**config.mk**
```make
export PLATFORM = sky130hd
export DESIGN_NAME = nncu_mem_arbiter
export DESIGN_NICKNAME = d
export VERILOG_FILES = /design/src/rtl/nncu_pkg.sv /design/src/rtl/nncu_rr_picker.sv /design/src/rtl/nncu_mem_arbiter.sv
export SDC_FILE = /design/constraint.sdc
export NUM_CORES = 1
export LEC_CHECK = 0
export BUFFER_PORTS_ARGS = -buffer_cell sky130_fd_sc_hd__buf_2
export CORE_ASPECT_RATIO = 1.2
export CORE_UTILIZATION = 38
export CTS_CLUSTER_DIAMETER = 120
export DETAILED_ROUTE_END_ITERATION = 12
export GPL_ROUTABILITY_DRIVEN = 0
export GPL_TIMING_DRIVEN = 0
export PLACE_DENSITY_LB_ADDON = 0.08
export REMOVE_ABC_BUFFERS = 1
export SYNTH_ARGS = -nofsm -noshare
export SYNTH_HDL_FRONTEND = slang
export SYNTH_SLANG_ARGS = --single-unit
```
**constraint.sdc**
```tcl
create_clock -name clk -period 5.2 [get_ports clk]
set_input_delay 1.56 -clock clk [delete_from_list [all_inputs] [get_ports clk]]
set_output_delay 1.56 -clock clk [all_outputs]
set_load 0.1 [all_outputs]
```
**src/rtl/nncu_pkg.sv**
```systemverilog
// Shared constants for the NN memory arbiter slice: arbitration mode
// encodings, conventional channel indices and default bus widths.
package nncu_pkg;

  localparam logic ARB_FIXED = 1'b0;
  localparam logic ARB_RR    = 1'b1;

  localparam int CH_FP   = 0;
  localparam int CH_BP   = 1;
  localparam int CH_HOST = 2;

  localparam int ADDR_W = 16;
  localparam int DATA_W = 16;

endpackage

```
**src/rtl/nncu_rr_picker.sv**
```systemverilog
// Rotate-priority one-hot selector: the first set bit of req at or after
// base (wrapping) wins. With base tied to 0 it is a plain lowest-index
// priority encoder.
module nncu_rr_picker #(
  parameter int N     = 3,
  parameter int PTR_W = 2
) (
  input  logic [N-1:0]     req,
  input  logic [PTR_W-1:0] base,
  output logic [N-1:0]     onehot
);

  // scan N positions starting at base, keep the first requester
  always_comb begin
    logic found;
    int   idx;
    onehot = '0;
    found  = 1'b0;
    idx    = 0;
    for (int k = 0; k < N; k++) begin
      idx = (int'(base) + k) % N;
      if (!found && req[idx]) begin
        onehot[idx] = 1'b1;
        found       = 1'b1;
      end
    end
  end

endmodule

```
**src/rtl/nncu_mem_arbiter.sv**
```systemverilog
// N-channel arbiter in front of the shared single-port NN memory.
// Grant priority: lock owner, then starved channel (fixed mode only), then
// fixed lowest-index or round-robin winner. Read data returns with a tag
// pipeline so rvalid reaches the channel that issued the read.
// Optional grant statistics are built when NNCU_ARB_STATS_EN is defined.
module nncu_mem_arbiter
  import nncu_pkg::*;
#(
  parameter int NUM_CH     = 3,
  parameter int ADDR_W     = nncu_pkg::ADDR_W,
  parameter int DATA_W     = nncu_pkg::DATA_W,
  parameter int RD_LAT     = 1,
  parameter int STARVE_LIM = 8,
  parameter int LOCK_MAX   = 16,
  localparam int CH_W      = (NUM_CH > 1) ? $clog2(NUM_CH) : 1
) (
  input  logic                     clk,
  input  logic                     rst,
  input  logic                     rr_mode,
  input  logic [NUM_CH-1:0]        req,
  input  logic [NUM_CH-1:0]        lock,
  input  logic [NUM_CH-1:0]        we,
  input  logic [NUM_CH*ADDR_W-1:0] addr,
  input  logic [NUM_CH*DATA_W-1:0] wdata,
  output logic [NUM_CH-1:0]        gnt,
  output logic [NUM_CH-1:0]        rvalid,
  output logic [DATA_W-1:0]        rdata,
  output logic                     mem_en,
  output logic                     mem_we,
  output logic [ADDR_W-1:0]        mem_addr,
  output logic [DATA_W-1:0]        mem_wdata,
  input  logic [DATA_W-1:0]        mem_rdata
`ifdef NNCU_ARB_STATS_EN
  ,
  input  logic [CH_W-1:0]          stat_sel,
  input  logic                     stat_clr,
  output logic [31:0]              stat_cnt
`endif
);

  localparam int SC_W = $clog2(STARVE_LIM + 1);
  localparam int LC_W = $clog2(LOCK_MAX + 1);
  localparam logic [SC_W-1:0] STARVE_TOP = SC_W'(STARVE_LIM);
  localparam logic [LC_W-1:0] LOCK_TOP   = LC_W'(LOCK_MAX);

  logic [CH_W-1:0]   rr_ptr;
  logic [SC_W-1:0]   starve_cnt [NUM_CH];
  logic              lock_vld;
  logic [CH_W-1:0]   lock_own;
  logic [LC_W-1:0]   lock_cnt;
  logic              tag_vld [RD_LAT];
  logic [CH_W-1:0]   tag_ch  [RD_LAT];

  logic [NUM_CH-1:0] own_oh;
  logic              owner_hold;
  logic              lock_hit;
  logic              lock_force;
  logic [NUM_CH-1:0] excl;
  logic [NUM_CH-1:0] req_ok;
  logic [NUM_CH-1:0] starved;
  logic [NUM_CH-1:0] starve_pick;
  logic [NUM_CH-1:0] mode_pick;
  logic [CH_W-1:0]   mode_base;
  logic [CH_W-1:0]   gnt_idx;

  // one-hot view of the current lock owner
  always_comb begin
    own_oh = '0;
    for (int i = 0; i < NUM_CH; i++) own_oh[i] = (lock_own == CH_W'(i));
  end

  // An owner that keeps req+lock wins until LOCK_MAX grants; the cycle it
  // hits the limit it is masked out so another channel gets a turn.
  assign owner_hold = lock_vld && |(own_oh & req & lock);
  assign lock_hit   = owner_hold && (lock_cnt < LOCK_TOP);
  assign lock_force = owner_hold && !lock_hit;
  assign excl       = lock_force ? own_oh : '0;
  assign req_ok     = req & ~excl;

  // channels whose wait counter saturated (counters stay 0 in rr mode)
  always_comb begin
    starved = '0;
    for (int i = 0; i < NUM_CH; i++)
      starved[i] = (rr_mode == ARB_FIXED) && req_ok[i] && (starve_cnt[i] == STARVE_TOP);
  end

  assign mode_base = (rr_mode == ARB_RR) ? rr_ptr : '0;

  nncu_rr_picker #(.N(NUM_CH), .PTR_W(CH_W)) u_starve_pick (
    .req    (starved),
    .base   ('0),
    .onehot (starve_pick)
  );

  nncu_rr_picker #(.N(NUM_CH), .PTR_W(CH_W)) u_mode_pick (
    .req    (req_ok),
    .base   (mode_base),
    .onehot (mode_pick)
  );

  // final grant in priority order: lock, starvation, mode winner
  always_comb begin
    if (lock_hit)      gnt = own_oh;
    else if (|starved) gnt = starve_pick;
    else               gnt = mode_pick;
  end

  // encode grant and steer the granted channel onto the memory port
  always_comb begin
    gnt_idx   = '0;
    mem_addr  = '0;
    mem_wdata = '0;
    for (int i = 0; i < NUM_CH; i++) begin
      if (gnt[i]) gnt_idx = CH_W'(i);
      mem_addr  = mem_addr  | (addr[i*ADDR_W +: ADDR_W]  & {ADDR_W{gnt[i]}});
      mem_wdata = mem_wdata | (wdata[i*DATA_W +: DATA_W] & {DATA_W{gnt[i]}});
    end
  end

  assign mem_en = |gnt;
  assign mem_we = |(gnt & we);
  assign rdata  = mem_rdata;

  // round-robin pointer moves past each winner, frozen during lock streaks
  always_ff @(posedge clk or negedge rst) begin
    if (!rst) begin
      rr_ptr <= '0;
    end else if (mem_en && !lock_hit) begin
      rr_ptr <= (gnt_idx == CH_W'(NUM_CH - 1)) ? '0 : gnt_idx + CH_W'(1);
    end
  end

  // per-channel wait counters, saturating, fixed mode only
  always_ff @(posedge clk or negedge rst) begin
    if (!rst) begin
      for (int i = 0; i < NUM_CH; i++) starve_cnt[i] <= '0;
    end else begin
      for (int i = 0; i < NUM_CH; i++) begin
        if (rr_mode == ARB_RR || !req[i] || gnt[i])
          starve_cnt[i] <= '0;
        else if (starve_cnt[i] != STARVE_TOP)
          starve_cnt[i] <= starve_cnt[i] + SC_W'(1);
      end
    end
  end

  // lock ownership: taken by any locked grant, dropped otherwise
  always_ff @(posedge clk or negedge rst) begin
    if (!rst) begin
      lock_vld <= 1'b0;
      lock_own <= '0;
      lock_cnt <= '0;
    end else if (|(gnt & lock)) begin
      lock_vld <= 1'b1;
      lock_own <= gnt_idx;
      lock_cnt <= lock_hit ? lock_cnt + LC_W'(1) : LC_W'(1);
    end else begin
      lock_vld <= 1'b0;
      lock_cnt <= '0;
    end
  end

  // read tag pipeline, one stage per cycle of memory read latency
  always_ff @(posedge clk or negedge rst) begin
    if (!rst) begin
      for (int k = 0; k < RD_LAT; k++) begin
        tag_vld[k] <= 1'b0;
        tag_ch[k]  <= '0;
      end
    end else begin
      tag_vld[0] <= mem_en && !mem_we;
      tag_ch[0]  <= gnt_idx;
      for (int k = 1; k < RD_LAT; k++) begin
        tag_vld[k] <= tag_vld[k-1];
        tag_ch[k]  <= tag_ch[k-1];
      end
    end
  end

  // decode the oldest tag into the per-channel rvalid pulse
  always_comb begin
    rvalid = '0;
    for (int i = 0; i < NUM_CH; i++)
      rvalid[i] = tag_vld[RD_LAT-1] && (tag_ch[RD_LAT-1] == CH_W'(i));
  end

`ifdef NNCU_ARB_STATS_EN
  logic [31:0] stat_ctr [NUM_CH];
  logic [31:0] stat_mux;

  // saturating grant counters, synchronous clear
  always_ff @(posedge clk or negedge rst) begin
    if (!rst) begin
      for (int i = 0; i < NUM_CH; i++) stat_ctr[i] <= '0;
    end else begin
      for (int i = 0; i < NUM_CH; i++) begin
        if (stat_clr)
          stat_ctr[i] <= '0;
        else if (gnt[i] && stat_ctr[i] != 32'hFFFF_FFFF)
          stat_ctr[i] <= stat_ctr[i] + 32'd1;
      end
    end
  end

  // select the requested channel's counter
  always_comb begin
    stat_mux = '0;
    for (int i = 0; i < NUM_CH; i++)
      if (stat_sel == CH_W'(i)) stat_mux = stat_ctr[i];
  end

  // registered readout, one cycle behind the selection
  always_ff @(posedge clk or negedge rst) begin
    if (!rst) stat_cnt <= '0;
    else      stat_cnt <= stat_mux;
  end
`endif

endmodule

```
# Yosys cells after proc, flatten, opt, wreduce, memory -nomap -nowiden
# Cells that the tools add are included.
[word_totals] register_bits=25 in_bits=124 output_inout_bits=56 elab_cells=143
[classes] n_addsub=7 div_mod_pow=3 magnitude_cmp=7 n_eq_ne=11 n_mux=41 n_bitwise=19 reduce_logical=46
[ops] operator="bitwise AND 16 bit" count=6
[ops] operator=">= comparator 32 x 1 -> 1 bit (second input constant)" count=3
[ops] operator="< comparator 32 x 4 -> 1 bit (second input constant)" count=3
[ops] operator="modulo 32 x 3 -> 32 bit (second input constant)" count=2
[ops] operator="OR 16 bit" count=4
[ops] operator="modulo 3 x 3 -> 32 bit (second input constant)" count=1
[ops] operator="2-to-1 mux 4 bit" count=6
[ops] operator="logical AND 1 bit" count=21
[ops] operator="2-to-1 mux 3 bit" count=7
[ops] operator="2-to-1 mux 1 bit" count=16
[ops] operator="bitwise AND 3 bit" count=5
[ops] operator="OR reduction 3 bit" count=5
[ops] operator="adder 4 x 1 -> 4 bit (second input constant)" count=3
[ops] operator="== test 4 bit (second input constant)" count=3
[ops] operator="inequality test 4 bit (second input constant)" count=3
[ops] operator="2-to-1 mux 5 bit" count=2
[ops] operator="zero test 1 bit" count=9
[ops] operator="2-to-1 mux 2 bit" count=4
[ops] operator="binary-select mux 1 bit (select 2 bit)" count=3
[ops] operator="demux 1 bit (select 2 bit)" count=3
[ops] operator="== test 2 bit (second input constant)" count=3
[ops] operator="logical OR 1 bit" count=6
[ops] operator="OR 3 bit" count=2
[ops] operator="nonzero test 2 bit" count=3
[ops] operator="9 further kinds" count=11

# Logic depth before layout (Yosys ltp)
[depth] ltp_word=27 ltp_mapped=14

# By module
# A second synthesis with hierarchy kept.
[hier_totals] hier_cells=359 hier_area_um2=2742.6
[modules_own_cells] mod="nncu_mem_arbiter" n_inst=1 cells_per_inst=289 area_each_um2=2212.1
[modules_own_cells] mod="nncu_rr_picker" n_inst=2 cells_per_inst=35 area_each_um2=265.3

# Worst setup path before layout
# OpenSTA, ideal clock, no wires.
[synth_path] kind="input port to output port" from="in rr_mode" to="out mem_wdata[10]" t_arrival_ns=4.956 required_time_ns=3.640 setup_slack_ns=-1.316 path_stages=13 n_path_buf=2 path_cell_list="nand2_1 -> inv_1 -> ha_1 -> clkbuf_1 -> inv_1 -> o22ai_1 -> nand3_1 -> a21oi_1 -> o21ai_0 -> a31oi_2 -> clkbuf_1 -> a222oi_1 -> inv_1"
[synth_between] elab_chain_cells=17 word_cells_on_any_way=65
[synth_lines] item="start: declaration" line="nncu_mem_arbiter.sv:19" text="input logic rr_mode,"
[synth_lines] item="branches (longest 12 deep; another with modulo 32 x 3 -> 32 bit)"
[synth_lines] item="2-to-1 mux 3 bit *" line="nncu_mem_arbiter.sv:104" text="else if (|starved) gnt = starve_pick;"
[synth_lines] item="2-to-1 mux 3 bit *" line="nncu_mem_arbiter.sv:103" text="if (lock_hit) gnt = own_oh;"
[synth_lines] item="via gnt[1]" line="nncu_mem_arbiter.sv:25" text="output logic [NUM_CH-1:0] gnt,"
[synth_lines] item="bitwise AND 16 bit *" line="nncu_mem_arbiter.sv:116" text="mem_wdata = mem_wdata | (wdata[i*DATA_W +: DATA_W] & {DATA_W{gnt[i]}});"
[synth_lines] item="OR 16 bit * (2 in a row)" line="nncu_mem_arbiter.sv:116"
[synth_lines] item="end: declaration" line="nncu_mem_arbiter.sv:31" text="output logic [DATA_W-1:0] mem_wdata,"
# Mark *: on every way through the listed nets, which the timed path passes. The select of a mux whose other input is x is not followed.

# Worst setup path after layout
[layout_path] from="in rr_mode" to="out mem_wdata[11]"
[layout_between] elab_chain_cells=17 word_cells_on_any_way=65
[layout_lines] item="branches (longest 12 deep; another with modulo 32 x 3 -> 32 bit)"
[layout_lines] item="2-to-1 mux 3 bit *" line="nncu_mem_arbiter.sv:104"
[layout_lines] item="2-to-1 mux 3 bit *" line="nncu_mem_arbiter.sv:103"
[layout_lines] item="bitwise AND 16 bit" line="nncu_mem_arbiter.sv:116"
[layout_lines] item="OR 16 bit" line="nncu_mem_arbiter.sv:116"
[layout_lines] item="OR 16 bit *" line="nncu_mem_arbiter.sv:116"
# Mark *: on every way between the ends. The select of a mux whose other input is x is not followed.

==> results.cfg <==
[timing]
whs_ns = 0.529
finClkSkew_ns = 0.00755
fmax_mhz = 173
slew_headroom_pct = 59.7
final_hold_viol_count = 0
layout_worst_path_cycle_share_pct = 111
rsz0062_at_grt = yes
slew_violations = 0
worst_slack_ns = -0.573
tightestPinTransition_ns = 0.604
finalCriticalPeriod_ns = 5.77
finalSetupViolations = 35

[critical_path]
reg2reg_depth = 10
cpMostUsedCell = buf_12
critical_path_arrival_ns = 4.21
r2r-end = tag_vld$_DFF_PN0_
crit_path_max_fanout = 7
slowest_stage = a2111o_1
critical_path_required_ns = 3.64
critical_path_class = in2out
path_cells = buf_12 > nand2_8 > inv_6 > ha_4 > nor2b_4 > o21ai_2 > a32oi_1 > o32ai_2 > a2111o_1 > a31o_4 > a222oi_1 > inv_1 > buf_12
r2r_start = lock_own[0]$_DFFE_PN0P_
startpoint_type = input pin
critPathCaptureType = primary output
reg2reg_slack_ns = 2.04
max_stage_delay_ns = 0.52

[logic_synthesis]
yosysWarnings = 0
synth_ff_type = dfrtp_1
ys_ff_latch = 25
syn_area_sq_um = 2560
synthArstFlopShare_pct = 100
postSynthCellCount = 312
ys_types = 63
synth-edff-count = 0
post_synth.cell_area_avg_sq_um = 8.19
ys_seq_area_share_pct = 24.5

[clocking]
ctsHtreeMaxLevel = 1
clk_transition_reported_paths_ns = 0.10
cts_tree = done
cts_buffers = 3
clk_path_buf_depth = 2
clock_insertion_delay_worst_skew_ns = 0.27
cts.sink_count = 25
cts_hold_buffers = 0
cts_root_buffer = clkbuf_8

[outcome]
violations = negative setup slack
status = complete, but fails checks

[floorplan]
dieArea_sq_um = 7060
io_pins = 180
die_h_um = 91.8
die_w_um = 76.9
rows = 32
initial_core_util_pct = 39.7
core_area_sq_um = 6450

[placement]
place_area_sq_um = 3230
portBuffers = 147
hpwl_um = 6020

[routing]
vias_per_cell = 5.83
firstDrtPassIters = 5
avgRoutedWirePerCell_um = 17.7
finalWirelength_um = 9690
ant_nets = 0
drt-initial-drc-count = 327
vias = 3191
drcViolationCount = 0

[worst_hold_path]
whs_endpoint = lock_cnt[0]$_DFF_PN0_
hold_class = reg2reg
holdPathStages = 1
hp-start = lock_cnt[0]$_DFF_PN0_

[global_routing]
grt_pass1_vias = 3007
overflow = 0
grt_antenna_before_repair = 0
grt_max_degree = 42
grt_pass1_wl_um = 14600
grt_usage_pct = 25.7

[final_layout]
final_area_sq_um = 4120
drive_gt1_share_pct = 47.2
final_net_count = 598
n_antenna_cell = 0
area_growth_pct = 61.1

[job]
drv_cap = 0
[worst max-delay path: cells and delay by family]
| kind | cells | cell delay (ns) |
|---|---|---|
| compound gates | 6 | 1.75 |
| fa+ha+maj | 1 | 0.19 |
| buf+inv | 4 | 0.51 |
| simple gates | 2 | 0.19 |
[synthesized netlist by cell type (4+ instances only)]
cell	n	area, sq um
a21oi_1	8	40.0
a222oi_1	32	320
and3b_1	4	35.0
buf_2	7	35.0
buf_4	17	128
buf_6	5	56.3
clkbuf_1	6	22.5
dfrtp_1	25	626
ha_1	11	138
inv_1	50	188
mux2i_1	4	40.0
nand2_1	16	60.1
nand2b_1	5	31.3
nand3_1	11	55.1
nor2_1	23	86.3
nor2b_1	7	43.8
o211ai_1	4	30.0
o21ai_0	10	50.1
xnor2_1	4	35.0
xor2_1	4	35.0
[per-layer routing]
| layer | vias up | part of all wire (%) | track usage [%] |
|---|---|---|---|
| met5 | - | 0 | 0 |
| met4 | 0 | 1.6 | 6.73 |
| met3 | 18 | 8.7 | 5.07 |
| met2 | 204 | 51 | 46.8 |
| met1 | 1512 | 39 | 30.5 |
| li1 | 1457 | - | - |
[cell usage in the layout (no fill, tap or decap), types with 4 or more instances in the layout]
master and count:
nand2_1 13, mux2i_1 4, ha_1 9, dfrtp_1 25, inv_1 47, and3b_1 4, a31o_4 5, buf_2 109
nand3_1 10, nor2b_1 6, buf_12 14, xor2_1 4, o211ai_1 4, nand2b_1 4, xnor2_1 4, buf_6 27
a222oi_1 32, a21oi_1 8, buf_4 25, nor2_1 23, o21ai_0 6
[metrics by stage]
| step | utilization [%] | std cells | setup WS, ns | setup TNS, ns |
|---|---|---|---|---|
| after global routing | 63.9 | 547 | -0.536 | -15.44 |
| after floorplan | - | 277 | -3.16 | -121.69 |
| after global placement | 49.0 | 509 | -3.04 | -111.25 |
| after detailed placement | 50.1 | 511 | -1.67 | -54.64 |
| after CTS | 61.4 | 538 | -0.396 | -9.45 |
| final | 63.9 | 547 | -0.573 | -14.40 |
[worst max-delay path by stage]
stage	from	endpoint	slack, ns	depth (start not counted)
2_1_floorplan	rr_mode	mem_addr[0]	-3.16	10
3_3_place_gp	rr_mode	mem_wdata[11]	-3.04	12
3_5_place_dp	rr_mode	mem_wdata[11]	-1.67	13
4_1_cts	rr_mode	mem_wdata[11]	-0.40	13
5_1_grt	rr_mode	mem_wdata[11]	-0.54	13
6_report	rr_mode	mem_wdata[11]	-0.57	13
[final cells by class]
cell class | count | area (sq um)
well taps | 85 | 106
clock buffers | 3 | 41.3
multi-input cells | 207 | 1800
fillers | 531 | 2330
repair buffers | 176 | 1350
flip-flops and latches | 25 | 626
inverters | 50 | 193
clock inverters | 1 | 8.76
[registers in the layout, indices dropped and copies added, names as in the netlist]
name	count
lock_own	2
starve_cnt	12
rr_ptr	2
lock_cnt	5
tag_ch	2
tag_vld	1
lock_vld	1
[kinds of logic (layout without fill, tap and decap cells)]
| kind of cell | after synthesis | in the layout | share of synthesized area, % |
|---|---|---|---|
| fa+ha+maj | 11 | 11 | 5.38 |
| compound gates | 90 | 95 | 29.2 |
| buf+inv | 85 | 230 | 16.8 |
| xor+xnor | 8 | 8 | 2.74 |
| simple gates | 88 | 88 | 19.4 |
| mux | 5 | 5 | 2.01 |
| flops | 25 | 25 | 24.5 |
[what timing repair did]
action                     4_1_cts  5_1_grt
cloned                           4        1
setup endpoints to repair       37       37
gates resized for setup        130       21
pin swaps                       22       15
buffers inserted                19        8
Power is left out: the tool's default activity adds up to more than one toggle a clock period on the data nets, which glitch-free logic cannot reach.
